**src/rtl/cu_pkg.sv**
```systemverilog
// Shared types and constants for the multicycle control unit: FSM states,
// opcode numbers, ALU select codes and the instruction-class one-hot layout.
package cu_pkg;

  typedef enum logic [2:0] {
    FETCH   = 3'd0,
    OPERAND = 3'd1,
    MEM     = 3'd2,
    EXEC    = 3'd3,
    HALT    = 3'd4
  } state_e;

  localparam int OP_NOP     = 0;
  localparam int OP_MOV_R2C = 1;
  localparam int OP_MOV_K2C = 2;
  localparam int OP_MOV_C2R = 3;
  localparam int OP_MOV_R2A = 4;
  localparam int OP_LOAD    = 5;
  localparam int OP_STORE   = 6;
  localparam int OP_NOT     = 7;
  localparam int OP_AND     = 8;
  localparam int OP_OR      = 9;
  localparam int OP_XOR     = 10;
  localparam int OP_ADD     = 11;
  localparam int OP_SUB     = 12;
  localparam int OP_INC     = 13;
  localparam int OP_JMP     = 14;
  localparam int OP_HALT    = 15;

  localparam logic [2:0] ALU_NONE = 3'd0;
  localparam logic [2:0] ALU_NOT  = 3'd1;
  localparam logic [2:0] ALU_AND  = 3'd2;
  localparam logic [2:0] ALU_OR   = 3'd3;
  localparam logic [2:0] ALU_XOR  = 3'd4;
  localparam logic [2:0] ALU_ADD  = 3'd5;
  localparam logic [2:0] ALU_SUB  = 3'd6;
  localparam logic [2:0] ALU_INC  = 3'd7;

  // Bit positions in the one-hot instruction class vector.
  localparam int CLS_W       = 11;
  localparam int CLS_NOP     = 0;
  localparam int CLS_MOV_R2C = 1;
  localparam int CLS_MOV_K2C = 2;
  localparam int CLS_MOV_C2R = 3;
  localparam int CLS_MOV_R2A = 4;
  localparam int CLS_LOAD    = 5;
  localparam int CLS_STORE   = 6;
  localparam int CLS_ALU     = 7;
  localparam int CLS_JMP     = 8;
  localparam int CLS_HALT    = 9;
  localparam int CLS_ILLEGAL = 10;

  function automatic logic is_two_word(input int opc);
    return (opc == OP_MOV_K2C) || (opc == OP_LOAD) ||
           (opc == OP_STORE)   || (opc == OP_JMP);
  endfunction

endpackage

```
**src/rtl/cu_opcode_decoder.sv**
```systemverilog
// Combinational opcode decode: one-hot instruction class plus ALU function.
module cu_opcode_decoder import cu_pkg::*; #(
  parameter int OPC_W = 5
) (
  input  logic [OPC_W-1:0] opcode,
  output logic [CLS_W-1:0] cls,
  output logic [2:0]       alu_sel
);

  always_comb begin
    cls     = '0;
    alu_sel = ALU_NONE;
    case (int'(opcode))
      OP_NOP:     cls[CLS_NOP]     = 1'b1;
      OP_MOV_R2C: cls[CLS_MOV_R2C] = 1'b1;
      OP_MOV_K2C: cls[CLS_MOV_K2C] = 1'b1;
      OP_MOV_C2R: cls[CLS_MOV_C2R] = 1'b1;
      OP_MOV_R2A: cls[CLS_MOV_R2A] = 1'b1;
      OP_LOAD:    cls[CLS_LOAD]    = 1'b1;
      OP_STORE:   cls[CLS_STORE]   = 1'b1;
      OP_NOT:     begin cls[CLS_ALU] = 1'b1; alu_sel = ALU_NOT; end
      OP_AND:     begin cls[CLS_ALU] = 1'b1; alu_sel = ALU_AND; end
      OP_OR:      begin cls[CLS_ALU] = 1'b1; alu_sel = ALU_OR;  end
      OP_XOR:     begin cls[CLS_ALU] = 1'b1; alu_sel = ALU_XOR; end
      OP_ADD:     begin cls[CLS_ALU] = 1'b1; alu_sel = ALU_ADD; end
      OP_SUB:     begin cls[CLS_ALU] = 1'b1; alu_sel = ALU_SUB; end
      OP_INC:     begin cls[CLS_ALU] = 1'b1; alu_sel = ALU_INC; end
      OP_JMP:     cls[CLS_JMP]     = 1'b1;
      OP_HALT:    cls[CLS_HALT]    = 1'b1;
      default:    cls[CLS_ILLEGAL] = 1'b1;
    endcase
  end

endmodule

```
**src/rtl/multicycle_control_unit.sv**
```systemverilog
// Multicycle control unit: owns PC/IR, fetches over req/ack and sequences the datapath.
// Optional: define TRAP_ILLEGAL_EN to halt on illegal opcodes and expose illegal_op.
module multicycle_control_unit import cu_pkg::*; #(
  parameter int DATA_W = 8,
  parameter int ADDR_W = 8,
  parameter int OPC_W  = 5,
  parameter int REG_W  = 3
) (
  input  logic              clk,
  input  logic              rst,
  input  logic [DATA_W-1:0] mem_rdata,
  input  logic              mem_ack,
  output logic [ADDR_W-1:0] mem_addr,
  output logic              mem_req,
  output logic              mem_we,
  output logic [REG_W-1:0]  reg_sel,
  output logic [2:0]        alu_sel,
  output logic              r_in,
  output logic              r_out,
  output logic              ra_in,
  output logic              rc_in,
  output logic              rc_out,
  output logic              gen_const,
  output logic              mem_to_rc,
  output logic [DATA_W-1:0] const_val,
  output logic              halted,
`ifdef TRAP_ILLEGAL_EN
  output logic              illegal_op,
`endif
  output logic [2:0]        state_dbg
);

  localparam logic [ADDR_W-1:0] PC_ONE = {{(ADDR_W-1){1'b0}}, 1'b1};

  state_e            state_q, state_d;
  logic [ADDR_W-1:0] pc_q, pc_d;
  logic [DATA_W-1:0] ir_q, ir_d;
  logic [DATA_W-1:0] opnd_q, opnd_d;
  logic              req_en_q, req_en_d;
  logic [CLS_W-1:0]  cls;
  logic [2:0]        alu_dec;
  int                fetch_opc;
  logic              unused_cls;

  cu_opcode_decoder #(.OPC_W(OPC_W)) u_dec (
    .opcode  (ir_q[DATA_W-1 -: OPC_W]),
    .cls     (cls),
    .alu_sel (alu_dec)
  );

  assign fetch_opc  = int'(mem_rdata[DATA_W-1 -: OPC_W]);
  assign unused_cls = ^{cls[CLS_NOP], cls[CLS_ILLEGAL]};
  assign const_val  = opnd_q;
  assign state_dbg  = state_q;

`ifdef TRAP_ILLEGAL_EN
  logic illegal_q, illegal_d;
  assign illegal_op = illegal_q;
`endif

  always_ff @(posedge clk or negedge rst) begin
    if (!rst) begin
      state_q  <= FETCH;
      pc_q     <= '0;
      ir_q     <= '0;
      opnd_q   <= '0;
      req_en_q <= 1'b0;
`ifdef TRAP_ILLEGAL_EN
      illegal_q <= 1'b0;
`endif
    end else begin
      state_q  <= state_d;
      pc_q     <= pc_d;
      ir_q     <= ir_d;
      opnd_q   <= opnd_d;
      req_en_q <= req_en_d;
`ifdef TRAP_ILLEGAL_EN
      illegal_q <= illegal_d;
`endif
    end
  end

  // req_en_q keeps the very first cycle after reset release request-free.
  always_comb begin
    state_d   = state_q;
    pc_d      = pc_q;
    ir_d      = ir_q;
    opnd_d    = opnd_q;
    req_en_d  = 1'b1;
    mem_req   = 1'b0;
    mem_addr  = '0;
    mem_we    = 1'b0;
    reg_sel   = '0;
    alu_sel   = ALU_NONE;
    r_in      = 1'b0;
    r_out     = 1'b0;
    ra_in     = 1'b0;
    rc_in     = 1'b0;
    rc_out    = 1'b0;
    gen_const = 1'b0;
    mem_to_rc = 1'b0;
    halted    = 1'b0;
`ifdef TRAP_ILLEGAL_EN
    illegal_d = illegal_q;
`endif
    case (state_q)
      FETCH: begin
        if (req_en_q) begin
          mem_req  = 1'b1;
          mem_addr = pc_q;
          if (mem_ack) begin
            ir_d    = mem_rdata;
            pc_d    = pc_q + PC_ONE;
            state_d = is_two_word(fetch_opc) ? OPERAND : EXEC;
`ifdef TRAP_ILLEGAL_EN
            if (fetch_opc > OP_HALT) begin
              state_d   = HALT;
              illegal_d = 1'b1;
            end
`endif
          end
        end
      end
      OPERAND: begin
        mem_req  = 1'b1;
        mem_addr = pc_q;
        if (mem_ack) begin
          opnd_d  = mem_rdata;
          pc_d    = pc_q + PC_ONE;
          state_d = (cls[CLS_LOAD] || cls[CLS_STORE]) ? MEM : EXEC;
        end
      end
      MEM: begin
        mem_req  = 1'b1;
        mem_addr = opnd_q[ADDR_W-1:0];
        if (cls[CLS_STORE]) begin
          mem_we = 1'b1;
          rc_out = 1'b1;
        end else if (mem_ack) begin
          mem_to_rc = 1'b1;
          rc_in     = 1'b1;
        end
        if (mem_ack) state_d = FETCH;
      end
      EXEC: begin
        reg_sel = ir_q[REG_W-1:0];
        state_d = FETCH;
        if (cls[CLS_MOV_R2C]) begin r_out = 1'b1; rc_in = 1'b1; end
        if (cls[CLS_MOV_K2C]) begin gen_const = 1'b1; rc_in = 1'b1; end
        if (cls[CLS_MOV_C2R]) begin rc_out = 1'b1; r_in = 1'b1; end
        if (cls[CLS_MOV_R2A]) begin r_out = 1'b1; ra_in = 1'b1; end
        if (cls[CLS_ALU]) begin
          r_out   = 1'b1;
          rc_in   = 1'b1;
          alu_sel = alu_dec;
        end
        if (cls[CLS_JMP]) pc_d = opnd_q[ADDR_W-1:0];
        if (cls[CLS_HALT]) state_d = HALT;
      end
      HALT: halted = 1'b1;
      default: state_d = FETCH;
    endcase
  end

endmodule
```
**config.mk**
```make
export PLATFORM = sky130hd
export DESIGN_NAME = multicycle_control_unit
export DESIGN_NICKNAME = d
export VERILOG_FILES = /design/src/rtl/cu_pkg.sv /design/src/rtl/cu_opcode_decoder.sv /design/src/rtl/multicycle_control_unit.sv
export SDC_FILE = /design/constraint.sdc
export NUM_CORES = 1
export LEC_CHECK = 0
export ABC_AREA = 1
export BUFFER_PORTS_ARGS = -buffer_cell sky130_fd_sc_hd__buf_2
export CAP_MARGIN = 5
export CORE_MARGIN = 1
export CORE_UTILIZATION = 57
export CTS_CLUSTER_SIZE = 10
export DETAILED_ROUTE_END_ITERATION = 10
export HOLD_SLACK_MARGIN = 0.08
export PLACE_DENSITY_LB_ADDON = 0.05
export SETUP_SLACK_MARGIN = 0.4
export SLEW_MARGIN = 5
export SYNTH_ARGS = -nofsm -noshare
export SYNTH_HDL_FRONTEND = slang
export SYNTH_SLANG_ARGS = --single-unit
```
**constraint.sdc**
```tcl
create_clock -name clk -period 4.1 [get_ports clk]
set_input_delay 0.82 -clock clk [delete_from_list [all_inputs] [get_ports clk]]
set_output_delay 0.82 -clock clk [all_outputs]
set_load 0.05 [all_outputs]
```
==> summary.txt, run 1 <==
Status
  – Status: finished clean

Drt
  – First-pass iteration count of the detailed router: 4
  – Vias per cell: approximately 5.2
  – Drt first-iter violations: 99
  – Post-Route WL: between 4000 and 5000 microns
  – Via count: 1774
  – Wirelength per Cell: 12.1 microns
  – Final ANT Viol Nets: 0
  – DRC violations left: 0

Global routing
  – Gr usage total: 25.3%
  – Initial antenna violation count: 0
  – First-pass GRT wire length: approximately 6800 microns
  – Vias in the first global route: 1547
  – Largest net degree at the start of global routing: 29
  – Total grt overflow: 0

Cells and area
  – Nets: 313
  – Cell area after layout: 0.00215 sq mm
  – Final Non-Filler Cells: 344
  – Synth-to-layout area growth: 15.0%
  – Share of layout cells above drive strength 1: 31.3%
  – Diode count: 0

Setup path
  – Critical Path Fanout Max: 23
  – CP arrival: 2180 ps
  – CP Cell Sequence: nand3_2, clkinv_1, nand2_1, o211ai_1, buf_2
  – Worst r2r src: state_dbg[1]
  – CP startpoint kind: flip-flop
  – R2R setup slack: 2360 ps
  – CP Class: flip-flop to primary output
  – Reg2Reg Depth: 6
  – Crit. End Element: primary output
  – FF-to-FF End: pc_q[7]
  – CP required: approximately 3300 ps
  – Crit path max-delay family: simple AND/OR/NAND/NOR gates
  – Slowest CP cell: dfrtp_1
  – Slowest stage delay, CP: 520 ps
  – Worst path buffer plus inverter count: 2

Synthesis
  – Synth cell count leaders: nand2_1 (72), inv_1 (39), dfrtp_1 (28)
  – Syn nets: 269
  – FFs w/ async S/R, synth: 100%
  – Synth area leaders: dfrtp_1 (37%), nand2_1 (14%), o21ai_2 (9.4%)
  – Syn Area/Cell: 7.29 sq um
  – Top cell type's share of synthesized area: 37.4%
  – Synthesized netlist cell count: 257
  – Post-synthesis cell area: roughly 0.0019 sq mm
  – Cell variety after synth: 30
  – EDFF count, synth: 0
  – Yosys top cell by area: dfrtp_1
  – Register area share after synthesis: 37.4%
  – Synthesized flop and latch total: 28
  – Most numerous cell in the Yosys netlist: nand2_1
  – Top_reg_cell synth: dfrtp_1
  – Yosys warnings: 0

Die
  – Standard-cell rows: 20
  – Core Box Area: 0.00308 sq mm
  – IO Pins: 46
  – Die span in x: roughly 59 microns
  – Starting Density: 60.9%
  – Die area: 0.00352 sq mm
  – Die H: a little under 60 microns

STA
  – Slew margin rel.: 58.6%
  – Post-route clock period utilization: around 73%
  – Crit path time final: 3000 ps
  – Max Clock Freq: 334 MHz
  – Count of pins over their slew limit: 0
  – Final hold vios: 0
  – Final Setup Violations: 0
  – Setup TNS Final: 0 ps
  – RSZ-0062 raised after global routing: no
  – Worst Max-Slew Pin Slew: 620 ps
  – Clock Skews: between 9 and 10 ps

Clock tree
  – Post-CTS Setup Bufs: 0
  – Hold buffer count at cts: 0
  – Clock buffer depth: 2
  – CTS tree: built
  – Worst skew pair latency: roughly 330 ps
  – CTS Root Cell: clkbuf_4
  – Post-CTS resize count: 0
  – Clock transition at path regs: 160 ps
  – Num CTS Buffers: 3
  – H-tree depth: 1
  – Clk sinks: 28

Place
  – Placed cell area: ~0.0021 sq mm
  – Buffers on Ports: 45
  – DP HPWL: 3130 microns
  – Placed insts: 340
  – Routability cong.: 0.876

Pwr
  – Worst VDD drop: 0.387 mV
  – Leak: 1.17 nW
  – PwrDens: 894 mW/mm^2

Job
  – Max-cap viol count: 0

Worst hold path
  – Hold Crit Class: input pin to asynchronous set/reset pin
## worst max path at each step
| stage | startpoint | to | slack [ps] | depth (start not counted) |
|---|---|---|---|---|
| after floorplan | state_dbg[1] | ra_in | 1030 | 3 |
| after global placement | state_dbg[1] | rc_in | 1540 | 5 |
| after detailed placement | state_dbg[1] | rc_in | 1500 | 5 |
| after global routing | state_dbg[2] | rc_in | 930 | 6 |
| final | state_dbg[1] | rc_in | 1100 | 5 |
| after CTS | state_dbg[1] | rc_in | 1110 | 5 |
## power breakdown
group	total, mW	switching [mW]	internal [mW]	leakage [nW]
combinational	1.22	0.901	0.319	0.787
clock	0.185	0.0858	0.0989	0.0279
sequential	0.521	0.128	0.393	0.352
total	1.93	1.12	0.811	1.17
## cells by family after synthesis
family	share of synthesized area, %
AO/OA/AOI/OAI	17.1
AND/OR/NAND/NOR	33.3
other	0.200
buffers and inverters	11.4
flip-flops	37.4
adder cells (fa/ha/maj)	0.668
## stage by stage
stage	util, %	power, mW	hold WS [ps]	setup slack, ps
after global placement	68.3	1.72	471	1540
after global routing	70.0	2.06	523	934
after CTS	70.0	1.93	496	1110
after floorplan	-	1.52	455	1030
final	70.0	1.93	475	1100
after detailed placement	68.3	1.74	474	1500
## cell usage in the layout (no fill, tap or decap), types with 5 or more instances in the layout
master and n:
nand2_1 72, inv_1 39, o22ai_1 7, a21oi_1 5
nand2_2 7, nand3_2 6, nor2_1 16, nand3_1 17
dfrtp_1 28, o21ai_2 20, o21ai_0 8, buf_2 45
## final cells by class
| cell class | instances | area [sq um] |
|---|---|---|
| multi-input combinational | 180 | 960 |
| inverter | 43 | 161 |
| timing repair buffer | 45 | 225 |
| clock buffer | 3 | 22.5 |
| sequential | 28 | 701 |
| clock inverter | 1 | 30.0 |
| fill | 303 | 923 |
| tap | 44 | 55.1 |
## state kept, by name, summed over array words and instances (netlist names)
register and count:
const_val 8, ir_q 8, pc_q 8, req_en_q 1
state_dbg 3
## per-layer routing
| metal | routed length (microns) | vias up | global-route usage (%) |
|---|---|---|---|
| met1 | 1960 | 821 | 35.2 |
| li1 | - | 902 | - |
| met3 | 148 | 8 | 2.18 |
| met2 | 1990 | 43 | 42.1 |
| met4 | 62 | 0 | 7.14 |
| met5 | 0 | - | 0 |
Note: power is estimated with default switching activity, not from simulation.
==> run 2, diff against run 1 <==
--- a/config.mk
+++ b/config.mk
@@ -9,7 +9,7 @@
 export BUFFER_PORTS_ARGS = -buffer_cell sky130_fd_sc_hd__buf_2
 export CAP_MARGIN = 5
 export CORE_MARGIN = 1
-export CORE_UTILIZATION = 57
+export CORE_UTILIZATION = 48
 export CTS_CLUSTER_SIZE = 10
 export DETAILED_ROUTE_END_ITERATION = 10
 export HOLD_SLACK_MARGIN = 0.08
==> constraint.sdc (replaced) <==
create_clock -name clk -period 2.42 [get_ports clk]
set_input_delay 0.484 -clock clk [delete_from_list [all_inputs] [get_ports clk]]
set_output_delay 0.484 -clock clk [all_outputs]
set_load 0.05 [all_outputs]
==> run 2 against run 1 <==
Compared with the run above:
- final cell count rose by 6.1%
- combinational power up 120%
- via count up 4.8%
- flip-flop and latch count unchanged
- critical path depth increased by 1
- die area rose by 18%
- worst hold slack worse by 270 ps
- first-iteration DRC count up 21%
- non-clock buffer count increased by 17
- largest cell class unchanged
==> summary.txt, run 2 (synthesis results as in run 1) <==
Worst hold path
  – Hold Crit Class: input pin to asynchronous set/reset pin (unchanged)

Setup path
  – CP required: 1940 ps (was 3280 ps)
  – CP Class: flip-flop to primary output (unchanged)
  – CP startpoint kind: flip-flop (unchanged)
  – CP arrival: 1650 ps (was 2180 ps)
  – Reg2Reg Depth: 8 (was 6)
  – Critical Path Fanout Max: 5 (was 23)
  – R2R setup slack: 630 ps (was 2360 ps)
  – Crit. End Element: primary output (unchanged)
  – Slowest stage delay, CP: 450 ps (was 520 ps)
  – Crit path max-delay family: buffers and inverters (was simple AND/OR/NAND/NOR gates)
  – Worst r2r src: state_dbg[1] (unchanged)
  – Slowest CP cell: dfrtp_2 (was dfrtp_1)
  – Setup crit end: rc_out (was rc_in)
  – FF-to-FF End: pc_q[7] (unchanged)
  – Worst path buffer plus inverter count: 3 (was 2)
  – CP Launch Point: state_dbg[1] (unchanged)
  – CP Cell Sequence: buf_12, nand3_2, clkinv_4, nand2_2, o22ai_1, buf_4 (was nand3_2, clkinv_1, nand2_1, o211ai_1, buf_2)
  – Worst path depth: 6 (was 5)

Pwr
  – Leak: 1.31 nW (was 1.17 nW)
  – NetSw: 2.15 mW (was 1.12 mW)
  – PwrDens: 1520 mW/mm^2 (was 894 mW/mm^2)
  – Worst VDD drop: 0.701 mV (was 0.387 mV)
  – Seq pwr share: 22.9% (was 27.1%)
  – Clk pwr share: 9.5% (was 9.6%)
  – Comb power frac: 67.6% (was 63.4%)
  – Sw frac: 54.0% (was 57.9%)
  – Int Power: 1.83 mW (was 811 uW)
  – Tot Pwr: 3.98 mW (was 1.93 mW)

STA
  – Crit path time final: 2140 ps
  – RSZ-0062 raised after global routing: yes (was no)
  – Worst Max-Slew Pin Slew: 635 ps (was 620 ps)
  – Clock Skews: 7.68 ps (was 9.93 ps)
  – Final hold vios: 0 (unchanged)
  – Slew margin rel.: 57.6% (was 58.6%)
  – Max Clock Freq: about 470 MHz
  – Post-route clock period utilization: approximately nine tenths
  – Worst Hold Margin: 207 ps (was 475 ps)
  – Setup TNS Final: 0 ps (unchanged)
  – Count of pins over their slew limit: 0 (unchanged)
  – Final Setup Violations: 0 (unchanged)

Place
  – DP HPWL: 3210 microns (was 3130 microns)
  – Buffers on Ports: 45 (unchanged)
  – Routability cong.: 0.843 (was 0.876)

Cells and area
  – Most common cell after layout, fill and taps aside: nand2_1 (unchanged)
  – Final Util: 71.2% (was 70.0%)
  – Synth-to-layout area growth: 40.2% (was 15.0%)
  – Share of layout cells above drive strength 1: 45.4% (was 31.3%)
  – Most frequent cells in the layout: nand2_1 (70), inv_1 (36), dfrtp_1 (22), buf_2 (22), o21ai_2 (20) (was nand2_1 (72), buf_2 (45), inv_1 (39))
  – Diode count: 0 (unchanged)
  – Nets: 330 (was 313)

Global routing
  – Largest net degree at the start of global routing: 29 (unchanged)
  – First-pass GRT wire length: 7740 microns (was 6840 microns)
  – Gr usage total: 24.3% (was 25.3%)
  – Initial antenna violation count: 0 (unchanged)
  – Vias in the first global route: 1680 (was 1547)
  – Total grt overflow: 0 (unchanged)

Drt
  – Wirelength per Cell: 13.6 microns (was 12.1 microns)
  – First-pass iteration count of the detailed router: 4 (unchanged)
  – Vias per cell: 5.10 (was 5.16)
  – Via count: 1860 (was 1774)
  – DRC violations left: 0 (unchanged)
  – Final ANT Viol Nets: 0 (unchanged)
  – Post-Route WL: 4960 microns (was 4160 microns)
  – Drt first-iter violations: 120 (was 99)

Die
  – Die H: 64.5 microns (was 59.3 microns)
  – Core Box Area: 0.00369 sq mm (was 0.00308 sq mm)
  – Die area: 0.00416 sq mm (was 0.00352 sq mm)
  – IO Pins: 46 (unchanged)
  – Standard-cell rows: 22 (was 20)
  – Die span in x: 64.5 microns (was 59.3 microns)
  – Starting Density: 50.8% (was 60.9%)

Clock tree
  – Worst skew pair latency: 280 ps (was 330 ps)
  – Clock transition at path regs: 100 ps (was 160 ps)
  – Hold buffer count at cts: 0 (unchanged)
  – CTS Root Cell: clkbuf_8 (was clkbuf_4)
  – H-tree depth: 1 (unchanged)
  – Num CTS Buffers: 3 (unchanged)
  – Clk sinks: 28 (unchanged)
  – CTS tree: built (unchanged)
  – Clock buffer depth: 2 (unchanged)

Status
  – Status: finished clean (unchanged)

Job
  – Max-cap viol count: 0 (unchanged)
-- run 2: repair_timing --
action / 4_1_cts / 5_1_grt
pin swaps: 4 / 7
endpoints found under the setup margin: 20 / 23
resized for setup: 34 / 44
endpoints found under the hold margin: 0 / 0
cloned: 0 / 0
setup buffers: 9 / 7
-- run 2: through the flow --
stage / instance area (sq um) / std cells / setup slack, ps
4_1_cts: 2420 / 358 / 315
6_report: 2630 / 365 / 283
5_1_grt: 2630 / 365 / 220
3_5_place_dp: 2190 / 345 / 405
3_3_place_gp: 2190 / 345 / 433
2_1_floorplan: 1950 / 257 / 135
-- run 2: cell type report --
class	count	area, sq um
inverters	43	166
well taps	48	60.1
clock inverters	1	30.0
repair buffers	62	514
multi-input cells	180	1110
flip-flops and latches	28	708
clock buffers	3	41.3
fillers	313	1060
-- run 2: worst min path at each step --
stage / start / endpoint / slack [ps] / depth (start not counted)
final: rst / pc_q[5] / 210 / 1
after global routing: rst / pc_q[5] / 270 / 1
after CTS: rst / pc_q[5] / 240 / 1
after detailed placement: ir_q[2] / ir_q[2] / 470 / 2
after global placement: ir_q[2] / ir_q[2] / 470 / 2
after floorplan: rst / const_val[0] / 190 / 0
-- run 2: power groups by stage --
stage / logic (mW) / clock network, mW / registers, mW
after detailed placement: 2.15 / 0 / 0.908
after floorplan: 1.55 / 0 / 1.11
after global routing: 2.89 / 0.402 / 0.939
final: 2.69 / 0.378 / 0.911
after CTS: 2.35 / 0.381 / 0.910
after global placement: 2.14 / 0 / 0.899
-- run 2: worst register-to-register path, stage by stage, from the launching register on --
cell,delay [ps]
dfrtp_2,470
buf_12,150
nand3_2,120
buf_8,220
nor2_2,100
nor2_4,390
inv_2,120
nand2_1,80
nand2_1,50
-- run 2: routing by layer --
layer  wire [microns]  GRT usage (%)  up-vias
met3              152           3.70        6
met4               72           7.22        0
met2             2430           39.2       44
li1                 -              -      940
met1             2310           33.7      870
met5                0              0        -
